File: src/rtl/cpu_ram.sv
// cpu_ram: single-port synchronous CPU data/instruction RAM.
// After reset a hardware sweep clears every word to zero. When CPU_RAM_BOOT_EN
// is defined, a BOOT state then seeds address 0 with BOOT_WORD.
// Requests are served over a valid/ready channel, and reads return a registered
// response one cycle after acceptance.
module cpu_ram #(
  parameter int unsigned DATA_W = 16,
  parameter int unsigned ADDR_W = 4
`ifdef CPU_RAM_BOOT_EN
  ,
  parameter logic [DATA_W-1:0] BOOT_WORD = DATA_W'(16'h13F7)
`endif
) (
  input  logic              clk,
  input  logic              reset,
  input  logic              req_valid,
  output logic              req_ready,
  input  logic              req_we,
  input  logic [ADDR_W-1:0] req_addr,
  input  logic [DATA_W-1:0] req_wdata,
  output logic              rsp_valid,
  output logic [DATA_W-1:0] rsp_rdata,
  output logic              busy
);

  localparam int unsigned       DEPTH     = 2 ** ADDR_W;
  localparam logic [ADDR_W-1:0] LAST_ADDR = ADDR_W'(DEPTH - 1);

  typedef enum logic [1:0] {
    ST_CLEAR = 2'd0,
`ifdef CPU_RAM_BOOT_EN
    ST_BOOT  = 2'd1,
`endif
    ST_IDLE  = 2'd2
  } state_t;

  state_t              state;
  logic [ADDR_W-1:0]   clear_ptr;
  logic [DATA_W-1:0]   mem [DEPTH];

  logic                mem_we_c;
  logic [ADDR_W-1:0]   mem_waddr_c;
  logic [DATA_W-1:0]   mem_wdata_c;

  // Sequencer: sweep, optional boot seed, then request service with registered status
  always_ff @(posedge clk) begin
    if (reset) begin
      state     <= ST_CLEAR;
      clear_ptr <= '0;
      rsp_valid <= 1'b0;
      rsp_rdata <= '0;
      req_ready <= 1'b0;
      busy      <= 1'b1;
    end else begin
      rsp_valid <= 1'b0;
      case (state)
        ST_CLEAR: begin
          clear_ptr <= clear_ptr + ADDR_W'(1);
          if (clear_ptr == LAST_ADDR) begin
`ifdef CPU_RAM_BOOT_EN
            state     <= ST_BOOT;
`else
            state     <= ST_IDLE;
            req_ready <= 1'b1;
            busy      <= 1'b0;
`endif
          end
        end
`ifdef CPU_RAM_BOOT_EN
        ST_BOOT: begin
          state     <= ST_IDLE;
          req_ready <= 1'b1;
          busy      <= 1'b0;
        end
`endif
        ST_IDLE: begin
          if (req_valid && req_ready && !req_we) begin
            rsp_valid <= 1'b1;
            rsp_rdata <= mem[req_addr];
          end
        end
        default: begin
          state     <= ST_CLEAR;
          clear_ptr <= '0;
          req_ready <= 1'b0;
          busy      <= 1'b1;
        end
      endcase
    end
  end

  // Single write port: the sweep, the boot seed and accepted writes share it by state
  always_comb begin
    mem_we_c    = 1'b0;
    mem_waddr_c = clear_ptr;
    mem_wdata_c = '0;
    case (state)
      ST_CLEAR: begin
        mem_we_c = 1'b1;
      end
`ifdef CPU_RAM_BOOT_EN
      ST_BOOT: begin
        mem_we_c    = 1'b1;
        mem_waddr_c = '0;
        mem_wdata_c = BOOT_WORD;
      end
`endif
      ST_IDLE: begin
        if (req_valid && req_ready && req_we) begin
          mem_we_c    = 1'b1;
          mem_waddr_c = req_addr;
          mem_wdata_c = req_wdata;
        end
      end
      default: ;
    endcase
  end

  // Storage array; it is never reset directly, and a reset edge suppresses writes
  always_ff @(posedge clk) begin
    if (mem_we_c && !reset) begin
      mem[mem_waddr_c] <= mem_wdata_c;
    end
  end

endmodule

File: config.mk
export PLATFORM = sky130hd
export DESIGN_NAME = cpu_ram
export DESIGN_NICKNAME = d
export VERILOG_FILES = /design/src/rtl/cpu_ram.sv
export SDC_FILE = /design/constraint.sdc
export NUM_CORES = 1
export LEC_CHECK = 0
export ABC_AREA = 1
export BUFFER_PORTS_ARGS = -buffer_cell sky130_fd_sc_hd__buf_2
export CAP_MARGIN = 20
export CELL_PAD_IN_SITES_DETAIL_PLACEMENT = 1
export CELL_PAD_IN_SITES_GLOBAL_PLACEMENT = 2
export CORE_UTILIZATION = 30
export DETAILED_ROUTE_END_ITERATION = 10
export PLACE_DENSITY = 0.69
export SKIP_LAST_GASP = 1
export SYNTH_ARGS = -nofsm -noshare
export SYNTH_HDL_FRONTEND = slang
export SYNTH_SLANG_ARGS = --single-unit
File: constraint.sdc
create_clock -name clk -period 3.4 [get_ports clk]
set_clock_uncertainty 0.1 [all_clocks]
set_input_delay 0.68 -clock clk [delete_from_list [all_inputs] [get_ports clk]]
set_output_delay 0.68 -clock clk [all_outputs]
set_load 0.02 [all_outputs]
==> impl_metrics.ini <==
[outcome]
outcome = complete, no violations

[logic_synthesis]
synth_top_area_share_pct = 64.5
synth_ff_type = edfxtp_1
synth_top_family_by_area = simple AND/OR/NAND/NOR gates
syn_area_um2 = 11900
synth-simple-area-share_pct = 23.2
ys_seq_area_share_pct = 68.4
synth.distinct_cells = 22
syn_nets = 1215
synth_fa_ha_area_share_pct = 0.105
synth_compound_area_share_pct = 0.620
synthXorXnorAreaFrac_pct = 0
synthMuxAreaShare_pct = 0
ys_seq_elements = 279
syn_avg_cell_area_um2 = 10.0
synth_top_area_cell = edfxtp_1
synth_edf_count = 256
netlist_instances = 1190
synthArstFlopShare_pct = 0
yosys-top-cells-area = edfxtp_1 (65%), nand2_1 (13%), nand3_1 (7.6%)
yosysMostFrequentCell = nand2_1
yosys_warnings = 0
yosys-top-cells-count = nand2_1 (414), edfxtp_1 (256), nand3_1 (180), inv_1 (173), nor2_1 (62)

[timing]
setup_slack_ns = 0.658
finalSetupTns_ns = 0
fin_crit_ns = 2.74
rsz0062_at_grt = no
max_freq_mhz = 365
hold_viol = 0
finalMaxSlewViolations = 0
setup_viol = 0
tightestPinTransition_ns = 0.739
slew_headroom_pct = 50.6
final.period_utilization_pct = 80.7

[clocking]
clk_latency_ns = 0.58
cts_made_buffers = 31
path_clk_slew_ns = 0.06
cts_resized = 0
cts.sinks = 279
postCtsSetupRepairBufs = 0
cts_tree = built
cts_root_buf = clkbuf_16
cts_hold_buffers = 0
htreeDepth = 1
clockBufferDepth = 3

[pwr]
power_mw = 7.41
power_leakage_nw = 6.01
comb_power_share_pct = 5.1
power_frac_seq_pct = 50.5
power.share.clock_pct = 44.4
p_per_area_nw_per_um2 = 528
p_sw_share_pct = 21.8
ir_drop_v = 0.000328
p_switching_mw = 1.62
intPower_mw = 5.79

[floorplan]
die_area_um2 = 40500
rows = 72
io_pins = 43
initial_core_util_pct = 30.6
fp.dieH_um = 201
fp.dieW_um = 201
core_um2 = 38900

[finish]
fillers = 4386
finalCoreUtilization_pct = 36.0
n_antenna_cell = 0
area_delta_synth_final_pct = 17.7
fin_nets = 1282
drive_above_1_share_pct = 13.0
seq_area_um2 = 8150
multi_input_area_um2 = 2930

[worst_setup_path]
timing.rr.start = state[1]
critPathKind = flip-flop to flip-flop
crit_path_end_kind = flip-flop
cp-start-kind = flip-flop
crit_fanout = 25
cp.arrival_ns = 2.90
ff2ff_path_depth = 5
worstPathRequired_ns = 3.56
cp-startpoint = state[1]
worst_r2r_endpoint = mem[13][13]
r2r_setup_slack_ns = 0.66

[drt]
drt_wl_total_um = 34900
vias = 8265
first_iter_violations = 537
wl_per_cell_um = 19.4
drcViolationCount = 0
avgViaCountPerCell = 4.60
final_antenna_net_count = 0
drt_pass1_iterations = 5

[placement]
pre_cts_slack_ns = 0.536
place_congestion = 0.779
dpl.hpwl_um = 22700
portBuffers = 42

[min_path]
hold_end = rsp_valid
worstHoldStart = req_we
hold_path.class = input port to flip-flop
holdPathStages = 2

[global_routing]
antenna_found_initial = 0
grt_overflow = 0
grt_pass1_vias = 8639
grt.total_usage_pct = 17.6
grt_pass1_wl_um = 53700
grt_max_degree = 84

[run]
cap_violations = 0
-- logic make-up after synthesis --
kind of cell,count (synthesis)
DFF,279
buffers and inverters,232
AOI/OAI and AO/OA,11
adders and majority gates,1
and+or+nand+nor,667
-- state kept, by name, indices dropped and copies added, names as in the netlist --
register / flops
mem: 256
rsp_rdata: 16
clear_ptr: 4
busy: 1
rsp_valid: 1
state: 1
-- power groups by stage --
stage / sequential (mW) / combinational (mW) / clock [mW]
floorplan: 3.81 / 0.230 / 0
finish: 3.74 / 0.376 / 3.29
global placement: 3.81 / 0.377 / 0
CTS: 3.74 / 0.383 / 3.38
global route: 3.74 / 0.417 / 3.50
detailed placement: 3.81 / 0.381 / 0
-- per-stage QoR --
stage          std cells  area [µm²]  hold WS, ns
2_1_floorplan       1190       11900        0.363
3_3_place_gp        1742       13000        0.360
3_5_place_dp        1742       13000        0.370
4_1_cts             1798       14000        0.244
5_1_grt             1798       14000        0.267
6_report            1798       14000        0.271
-- final cells by class --
class                           instances  share of cell area [%]
Clock buffer                           36                    5.67
Clock inverter                         20                    1.39
Inverter                              174                    4.68
Multi-Input combinational cell        679                    20.9
Sequential cell                       279                    58.1
Tap cell                              518                    4.62
Timing Repair Buffer                   92                    4.64
-- per-layer routing --
layer	track usage, %	up-vias	share of wire [%]
li1	-	3968	-
met1	24.9	4100	48
met2	28.5	150	46
met3	1.83	47	3.6
met4	5.36	0	2.4
met5	0	-	0
-- how the worst max path moves through the flow --
| stage | end | slack [ns] | depth (start not counted) |
|---|---|---|---|
| after floorplan | mem[4][0] | 0.48 | 5 |
| after global placement | mem[13][13] | 0.60 | 6 |
| after detailed placement | mem[13][9] | 0.54 | 6 |
| after CTS | mem[13][8] | 0.67 | 5 |
| after global routing | mem[13][9] | 0.47 | 5 |
| final | mem[13][13] | 0.66 | 5 |
-- placed cells by master, fill, tap and decap left out, drive strengths merged --
cell type | synthesis | final
buf | 44 | 92
nand2 | 414 | 414
nor4 | 1 | 1
nor2 | 63 | 63
bufinv | 0 | 4
nand3 | 182 | 182
ha | 1 | 1
dfxtp | 23 | 23
a21oi | 6 | 6
o21ai | 5 | 5
edfxtp | 256 | 256
clkinvlp | 0 | 2
clkbuf | 14 | 36
nor3 | 7 | 7
clkinv | 0 | 13
inv | 174 | 175
-- critical path, cell delays in order (launching register included) --
cell,delay [ns]
dfxtp_1,0.61
nand3_4,0.45
o21ai_1,0.52
nand3_1,0.28
nor2_2,0.25
buf_4,0.23
Power figures use the tool's default switching activity.
